## src/rtl/pipe_pkg.sv

```systemverilog
// Shared types and constants for the pipeline hazard controller.
package pipe_pkg;

  localparam int unsigned REG_ADDR_W      = 5;
  localparam int unsigned WAIT_CNT_W      = 8;
  localparam int unsigned STALL_CNT_W     = 16;
  localparam int unsigned STATE_W         = 2;
  localparam int unsigned WB_W            = 2;
  localparam int unsigned WB_REGWRITE_BIT = 0;
  localparam int unsigned WB_MEMTOREG_BIT = 1;

  typedef enum logic [STATE_W-1:0] {
    ST_RUN      = 2'd0,
    ST_MEM_WAIT = 2'd1,
    ST_FAULT    = 2'd2
  } state_e;

  // Load enables and squash controls presented to the pipeline registers.
  typedef struct packed {
    logic pc_write;
    logic if_id_write;
    logic id_ex_write;
    logic ex_mem_write;
    logic if_id_flush;
    logic id_ex_bubble;
    logic mem_wb_bubble;
  } hazard_ctrl_t;

  // Free-flowing pipeline: every stage advances, nothing squashed.
  function automatic hazard_ctrl_t ctrl_pass();
    hazard_ctrl_t c;
    c              = '0;
    c.pc_write     = 1'b1;
    c.if_id_write  = 1'b1;
    c.id_ex_write  = 1'b1;
    c.ex_mem_write = 1'b1;
    return c;
  endfunction

  // Whole pipeline held while memory is outstanding; WB of MEM_WB squashed.
  function automatic hazard_ctrl_t ctrl_freeze();
    hazard_ctrl_t c;
    c               = '0;
    c.mem_wb_bubble = 1'b1;
    return c;
  endfunction

  // WB field as loaded into MEM_WB, with RegWrite/MemtoReg killed on bubble.
  function automatic logic [WB_W-1:0] wb_apply_bubble(logic [WB_W-1:0] wb, logic bubble);
    logic [WB_W-1:0] r;
    r = wb;
    if (bubble) begin
      r[WB_REGWRITE_BIT] = 1'b0;
      r[WB_MEMTOREG_BIT] = 1'b0;
    end
    return r;
  endfunction

endpackage

```

## src/rtl/hazard_detect.sv

```systemverilog
// Load-use hazard comparator between the load in EX and the sources in ID.
module hazard_detect
  import pipe_pkg::*;
(
  input  logic [REG_ADDR_W-1:0] id_rs,
  input  logic [REG_ADDR_W-1:0] id_rt,
  input  logic [REG_ADDR_W-1:0] ex_rt,
  input  logic                  ex_memread,
  output logic                  hazard
);

  // R0 is hardwired to zero, so a load targeting it never creates a dependency.
  assign hazard = ex_memread && (ex_rt != '0) && ((ex_rt == id_rs) || (ex_rt == id_rt));

endmodule

```

## src/rtl/pipeline_hazard_ctrl.sv

```systemverilog
// Pipeline hazard controller: load-use stall, branch flush, memory-wait freeze
// with timeout to a sticky FAULT state, and a saturating stall-cycle counter.
module pipeline_hazard_ctrl
  import pipe_pkg::*;
#(
  parameter int unsigned MEM_TIMEOUT = 15
) (
  input  logic                   clk,
  input  logic                   rst_n,
  input  logic [REG_ADDR_W-1:0]  id_rs,
  input  logic [REG_ADDR_W-1:0]  id_rt,
  input  logic [REG_ADDR_W-1:0]  ex_rt,
  input  logic                   ex_memread,
  input  logic                   branch_taken,
  input  logic                   mem_access,
  input  logic                   mem_ready,
  output logic                   pc_write,
  output logic                   if_id_write,
  output logic                   id_ex_write,
  output logic                   ex_mem_write,
  output logic                   if_id_flush,
  output logic                   id_ex_bubble,
  output logic                   mem_wb_bubble,
  output logic [STATE_W-1:0]     state,
  output logic                   fault,
  output logic [STALL_CNT_W-1:0] stall_cycles
);

  localparam logic [WAIT_CNT_W-1:0] WAIT_LAST = WAIT_CNT_W'(MEM_TIMEOUT - 1);

  state_e                   state_q, state_d;
  logic [WAIT_CNT_W-1:0]    wait_cnt_q, wait_cnt_d;
  logic [STALL_CNT_W-1:0]   stall_q, stall_d;
  logic                     fault_q, fault_d;
  logic                     hazard;
  hazard_ctrl_t             flow_ctrl;
  hazard_ctrl_t             ctrl;

  hazard_detect u_hazard_detect (
    .id_rs      (id_rs),
    .id_rt      (id_rt),
    .ex_rt      (ex_rt),
    .ex_memread (ex_memread),
    .hazard     (hazard)
  );

  // Response with memory satisfied: branch wins over load-use (ID is wrong-path).
  always_comb begin
    flow_ctrl = ctrl_pass();
    if (branch_taken) begin
      flow_ctrl.if_id_flush  = 1'b1;
      flow_ctrl.id_ex_bubble = 1'b1;
    end else if (hazard) begin
      flow_ctrl.pc_write     = 1'b0;
      flow_ctrl.if_id_write  = 1'b0;
      flow_ctrl.id_ex_bubble = 1'b1;
    end
  end

  // Next state, wait counter, fault and stall counter plus Mealy controls.
  always_comb begin
    ctrl       = flow_ctrl;
    state_d    = state_q;
    wait_cnt_d = wait_cnt_q;
    stall_d    = stall_q;

    case (state_q)
      ST_RUN: begin
        if (mem_access && !mem_ready) begin
          ctrl       = ctrl_freeze();
          state_d    = ST_MEM_WAIT;
          wait_cnt_d = '0;
        end
      end
      ST_MEM_WAIT: begin
        if (!mem_ready) begin
          ctrl = ctrl_freeze();
          if (wait_cnt_q == WAIT_LAST) begin
            state_d = ST_FAULT;
          end else begin
            wait_cnt_d = wait_cnt_q + WAIT_CNT_W'(1);
          end
        end else begin
          state_d    = ST_RUN;
          wait_cnt_d = '0;
        end
      end
      ST_FAULT: begin
        ctrl = ctrl_freeze();
      end
      default: begin
        ctrl    = ctrl_freeze();
        state_d = ST_RUN;
      end
    endcase

    fault_d = fault_q | (state_d == ST_FAULT);

    if (!ctrl.pc_write && (stall_q != '1)) begin
      stall_d = stall_q + STALL_CNT_W'(1);
    end
  end

  // State and counters; reset returns to RUN immediately.
  always_ff @(posedge clk or negedge rst_n) begin
    if (!rst_n) begin
      state_q    <= ST_RUN;
      wait_cnt_q <= '0;
      stall_q    <= '0;
      fault_q    <= 1'b0;
    end else begin
      state_q    <= state_d;
      wait_cnt_q <= wait_cnt_d;
      stall_q    <= stall_d;
      fault_q    <= fault_d;
    end
  end

  assign pc_write      = ctrl.pc_write;
  assign if_id_write   = ctrl.if_id_write;
  assign id_ex_write   = ctrl.id_ex_write;
  assign ex_mem_write  = ctrl.ex_mem_write;
  assign if_id_flush   = ctrl.if_id_flush;
  assign id_ex_bubble  = ctrl.id_ex_bubble;
  assign mem_wb_bubble = ctrl.mem_wb_bubble;
  assign state         = state_q;
  assign fault         = fault_q;
  assign stall_cycles  = stall_q;

endmodule

```

## config.mk

```make
export PLATFORM = sky130hd
export DESIGN_NAME = pipeline_hazard_ctrl
export DESIGN_NICKNAME = d
export VERILOG_FILES = /design/src/rtl/pipe_pkg.sv /design/src/rtl/hazard_detect.sv /design/src/rtl/pipeline_hazard_ctrl.sv
export SDC_FILE = /design/constraint.sdc
export NUM_CORES = 1
export LEC_CHECK = 0
export ABC_AREA = 1
export BUFFER_PORTS_ARGS = -buffer_cell sky130_fd_sc_hd__buf_2
export CAP_MARGIN = 30
export CORE_MARGIN = 8
export CORE_UTILIZATION = 47
export DETAILED_ROUTE_END_ITERATION = 10
export PLACE_DENSITY = 0.72
export SLEW_MARGIN = 0
export SYNTH_ARGS = -nofsm -noshare
export SYNTH_HDL_FRONTEND = slang
export SYNTH_SLANG_ARGS = --single-unit
```

## constraint.sdc

```tcl
create_clock -name clk -period 3.1 [get_ports clk]
set_input_delay 0.465 -clock clk [delete_from_list [all_inputs] [get_ports clk]]
set_output_delay 0.465 -clock clk [all_outputs]
set_load 0.1 [all_outputs]
```

==> Word level (Yosys, flattened, before mapping) <==
Cells that the tools add are included.
Widths: inputs -> output; s select.
{ "word_totals": {"latch_bits": 0, "elab_cells": 43, "inputBits": 21, "memories": 0, "output_inout_bits": 26, "rom_bits": 0, "regBits": 27, "mem_bits_rw": 0} }
{ "classes": {"multipliers": 0, "n_lt_le_gt_ge": 0, "n_eq_ne": 9, "addsub": 2, "n_reduce_logical": 11, "n_bitwise": 1, "div_mod_pow": 0, "shifts": 0, "mux": 16} }
{ "op_table": {"columns": ["operator", "count"], "rows": [
  ["$mux 8", 3],
  ["$add 16x1->16 const B", 1],
  ["$ne 16x16->1 const B", 1],
  ["$pmux 8 s2", 1],
  ["$mux 7", 2],
  ["$pmux 7 s2", 1],
  ["$eq 5x5->1", 2],
  ["$mux 2", 5],
  ["$add 8x1->8 const B", 1],
  ["$eq 8x4->1 const B", 1],
  ["$pmux 2 s3", 1],
  ["$reduce_bool 5->1", 1],
  ["$eq 2x2->1 const B", 2],
  ["$logic_and 1x1->1", 4],
  ["$mux 1", 3],
  ["$ne 3x3->1 const B", 1],
  ["$reduce_and 3->1", 1],
  ["$eq 2x1->1 const B", 1],
  ["$logic_not 1->1", 2],
  ["$logic_not 2->1", 1],
  ["$ne 2x2->1 const B", 1],
  ["$reduce_bool 2->1", 1],
  ["$logic_or 1x1->1", 1],
  ["$or 1x1->1", 1]
]} }

==> Logic depth before layout (Yosys ltp) <==
{ "depth": {"ltp_word": 9, "mapped_depth": 12, "ltp_nobuf": 11} }

==> Modules after synthesis <==
Synthesis repeated with hierarchy kept, for this count alone.
{ "unflattened": {"cells_unflattened": 286, "area_unflattened_um2": 1885.6} }
{ "by_module_without_submodules": {"columns": ["module", "instances", "cells_per_inst", "area_each_um2"], "rows": [
  ["pipeline_hazard_ctrl", 1, 241, 1690.4],
  ["hazard_detect", 1, 45, 195.2]
]} }

==> Least setup slack after synthesis <==
Ideal clock, no wire load.
{ "synth_path": {"path_kind": "reg-to-output", "start": "reg state_q[1] (netlist: state[1])", "end": "out id_ex_bubble", "t_required_ns": 2.635, "path_stages_with_launch": 7, "n_path_buf": 0, "arrival_ns": 4.211, "path_slack_ns": -1.576, "cell_sequence": "dfrtp_1 -> inv_1 -> nand2_1 -> nor2_2 -> inv_2 -> nand3_2 -> o21ai_0"} }
{ "synth_between": {"elab_chain_cells": 2, "word_cells_on_any_way": 3, "cone_classes": "1 x eq/ne; 1 x mux; 1 x reduce/logical"} }
{ "synth_lines": {"columns": ["element", "line_no", "source"], "rows": [
  ["start: declaration", "pipeline_hazard_ctrl.sv:31", "state_e state_q, state_d;"],
  ["start signal: assignment", "pipeline_hazard_ctrl.sv:112", "state_q <= state_d;"],
  ["$eq 2x1->1 / $logic_not 2->1 (equally long branches)", "pipeline_hazard_ctrl.sv:67", "case (state_q)"],
  ["$pmux 7 s2 (*)", "pipeline_hazard_ctrl.sv:67", null],
  ["end: declaration", "pipeline_hazard_ctrl.sv:22", "output logic id_ex_bubble,"]
]} }
Every way passes the cells marked *; elsewhere a longest branch is shown, timed or not.

==> Worst setup path after layout <==
{ "layout_path": {"start": "reg state_q[1] (netlist: state[1])", "end": "out if_id_flush"} }
{ "layout_between": {"elab_chain_cells": 2, "word_cells_on_any_way": 3, "cone_classes": "1 x eq/ne; 1 x mux; 1 x reduce/logical"} }
{ "layout_lines": {"columns": ["element", "line_no", "source"], "rows": [
  ["$eq 2x1->1 / $logic_not 2->1 (equally long branches)", "pipeline_hazard_ctrl.sv:67", null],
  ["$pmux 7 s2 (*)", "pipeline_hazard_ctrl.sv:67", null],
  ["end: declaration", "pipeline_hazard_ctrl.sv:21", "output logic if_id_flush,"]
]} }
Marked as above.

==> impl_metrics.py <==
metrics = {
    "run_status": {
        "status": "complete, no violations",
    },
    "logic_synthesis": {
        "yosysMostFrequentCell": "nand2_1",
        "synth_edf_count": 0,
        "synth_area_leaders": "dfrtp_1 36%, nand2_1 18%, inv_1 6.4%",
        "synth-seq-area-share_pct": 36.3,
        "syn_area_um2": 1860,
        "yosysWarnings": 0,
        "yosys.area.top_type_share_pct": 36.3,
        "syn_area_per_cell_um2": 7.14,
        "synthDistinctLibCells": 28,
        "synth_flop_cell": "dfrtp_1",
        "synthesis.instances": 261,
        "syn_nets": 285,
        "synthTopCellsByCount": "88 x nand2_1, 32 x inv_1, 27 x dfrtp_1",
        "synthArstFlopShare_pct": 100,
        "ys_seq_elements": 27,
        "yosys.area.top_type": "dfrtp_1",
    },
    "cts": {
        "clkTransAtPathRegs_ns": 0.10,
        "cts_inserted_buffers": 3,
        "cts_root_buf": "clkbuf_8",
        "cts_resized": 0,
        "cts_buffer_depth": 2,
        "cts_hold_buffers": 0,
        "htreeDepth": 1,
        "tritoncts": "done",
        "worst_skew_pair.late_latency_ns": 0.28,
        "cts_num_sinks": 27,
        "cts_setup_buffers": 0,
    },
    "run": {
        "cap_violations": 0,
    },
    "power": {
        "power_frac_comb_pct": 7.8,
        "p_leak_nw": 1.17,
        "vdd_ir_drop_max_v": 0.000143,
        "seqPwrFrac_pct": 58.6,
        "switchingPower_w": 0.000144,
        "clock_power_share_pct": 33.6,
        "p_int_w": 0.000465,
        "switching_share_pct": 23.7,
        "power-per-cell-area_nw_per_um2": 279,
    },
    "sta": {
        "setup_ws_ns": 0.346,
        "report.final.hold_viol_count": 0,
        "finalCritPeriodShare_pct": 88.8,
        "drv_slew": 0,
        "tightest_slew_ns": 0.594,
        "relSlewSlack_pct": 60.4,
        "fin_crit_ns": 2.75,
        "finalSetupViolCount": 0,
        "fmax_mhz": 363,
        "skew_ns": 0.00661,
        "fin_setup_tns_ns": 0,
        "rsz0062_at_grt": "no",
    },
    "layout": {
        "diodes": 0,
        "n_fill_cell": 398,
        "areaGrowthSynthToFinish_pct": 17.4,
        "fin_cells": 354,
        "finish.instance_area_um2": 2190,
        "fin_util_pct": 55.9,
        "drive_gt1_share_pct": 22.7,
        "finish.net_count": 329,
    },
    "detailed_routing": {
        "drc": 0,
        "drt_iter0_markers": 147,
        "first_pass_iters": 4,
        "routedWlPerCell_um": 11.8,
        "vias_per_cell": 4.84,
        "final_antenna_net_count": 0,
        "via_count": 1715,
        "wl_um": 4170,
    },
    "critical_path": {
        "critPathMaxStageDelay_ns": 0.48,
        "cp_data_arrival_time_ns": 2.29,
        "cp_top_family": "simple AND/OR/NAND/NOR gates",
        "slowest_stage": "dfrtp_4",
        "crit_path_start_kind": "flop",
        "crit_chain": "inv_1 -> nand2_1 -> nor2_2 -> inv_2 -> nand3_4 -> inv_12 -> nand2_2 -> clkinvlp_4 -> buf_2",
        "critPathMaxFanout": 20,
        "criticalPathCategory": "flop to output port",
        "end_kind": "output port",
        "required_ns": 2.63,
        "path_buf_inv": 5,
    },
    "global_route": {
        "grt_use_total_pct": 14.1,
        "grt_pass1_wl_um": 7420,
        "grt_pass1_vias": 1694,
        "grt_max_degree": 28,
        "antenna_found_initial": 0,
        "grt-ovfl-total": 0,
    },
    "placed_design": {
        "port_buffers": 46,
        "gp_congestion": 0.802,
        "placed_cell_area_um2": 2140,
        "dp.cells": 350,
        "post-place-ws_ns": 0.683,
        "dpl.hpwl_um": 3180,
    },
    "floorplan": {
        "rows": 23,
        "core_um2": 3910,
        "die_h_um": 79.0,
        "io_pins": 47,
        "die-area_um2": 6230,
        "start_util_pct": 47.6,
        "die_w_um": 79.0,
    },
    "hold_path": {
        "hold_class": "input port to asynchronous set/reset pin",
    },
}
==> routing by layer <==
| metal | up-vias | global-route usage, % | routed length [um] |
|---|---|---|---|
| met1 | 758 | 18.6 | 2080 |
| met2 | 39 | 22.0 | 1810 |
| met4 | 0 | 5.19 | 50 |
| li1 | 914 | - | - |
| met5 | - | 0 | 0 |
| met3 | 4 | 3.27 | 238 |
==> flip-flops by register name, indices dropped and copies added, names as in the netlist <==
name / flops
fault: 1
stall_cycles: 16
state: 2
wait_cnt_q: 8
==> layout make-up <==
class                   count  area [um^2]  area share, %
clock buffers               3         41.3           1.89
clock inverters             1         5.00          0.229
inverters                  34          144           6.58
multi-input cells         193         1020           46.8
flip-flops and latches     27          681           31.1
well taps                  50         62.6           2.86
repair buffers             46          230           10.5
==> cells in the final DEF, fill, tap and decap left out, types with 2 or more instances in the layout <==
master and count:
nand3_4 3, dfrtp_1 25, inv_1 31, clkbuf_8 3
nor3_1 5, nand2_4 2, nand4_1 18, nand2_2 2
buf_2 46, o21ai_0 8, nand2_1 87, nand3_1 10
xnor2_1 9, nor2_1 25, nor2_2 2, ha_1 3
xor2_1 9
==> cells by family after synthesis <==
kind of cell	Yosys count	share of synthesized area, %
AOI/OAI and AO/OA	13	3.90
xor gates and xnor gates	18	8.46
buffers and inverters	41	9.81
adders and majority gates	3	2.01
DFF	27	36.3
and+or+nand+nor	159	39.6
==> path summary, 6_finish.rpt <==
| check | start | endpoint | slack, ns | cells past startpoint |
|---|---|---|---|---|
| worst max-delay path | state[1]$_DFF_PN0_ | if_id_flush | 0.35 | 9 |
| worst min-delay path | rst_n | stall_cycles[7]$_DFFE_PN0P_ | 0.18 | 1 |
| worst max register to register | state[1]$_DFF_PN0_ | stall_cycles[14]$_DFFE_PN0P_ | 0.97 | 10 |
| worst min register to register | fault$_DFF_PN0_ | fault$_DFF_PN0_ | 0.47 | 1 |
| max in group asynchronous | rst_n | state[1]$_DFF_PN0_ | 2.48 | 1 |
| min in group clk | mem_ready | wait_cnt_q[6]$_DFFE_PN0P_ | 0.42 | 2 |
==> stage by stage <==
step           hold WS (ns)  total power [W]
5_1_grt               0.241         0.000632
6_report              0.184         0.000609
3_3_place_gp          0.447         0.000412
3_5_place_dp          0.456         0.000413
4_1_cts               0.217         0.000617
2_1_floorplan         0.169         0.000386
==> worst register-to-register path, cell delays in order, from the launching register on <==
cell and delay, ns:
dfrtp_4 0.48, inv_1 0.15, nand2_1 0.14, nor2_2 0.16, inv_2 0.08, nand3_4 0.12, inv_12 0.04, nand2_2 0.39
nand3_4 0.29, nand2_1 0.13, nand2_1 0.06
==> power by group through the flow <==
stage                     clock network [W]  registers (W)   logic, W
after CTS                          0.000211       0.000357  0.0000490
after floorplan                           0       0.000364  0.0000223
after global routing               0.000218       0.000357  0.0000563
after global placement                    0       0.000364  0.0000483
final                              0.000205       0.000357  0.0000476
after detailed placement                  0       0.000364  0.0000490
No activity file was read; power rests on OpenSTA's default activity.
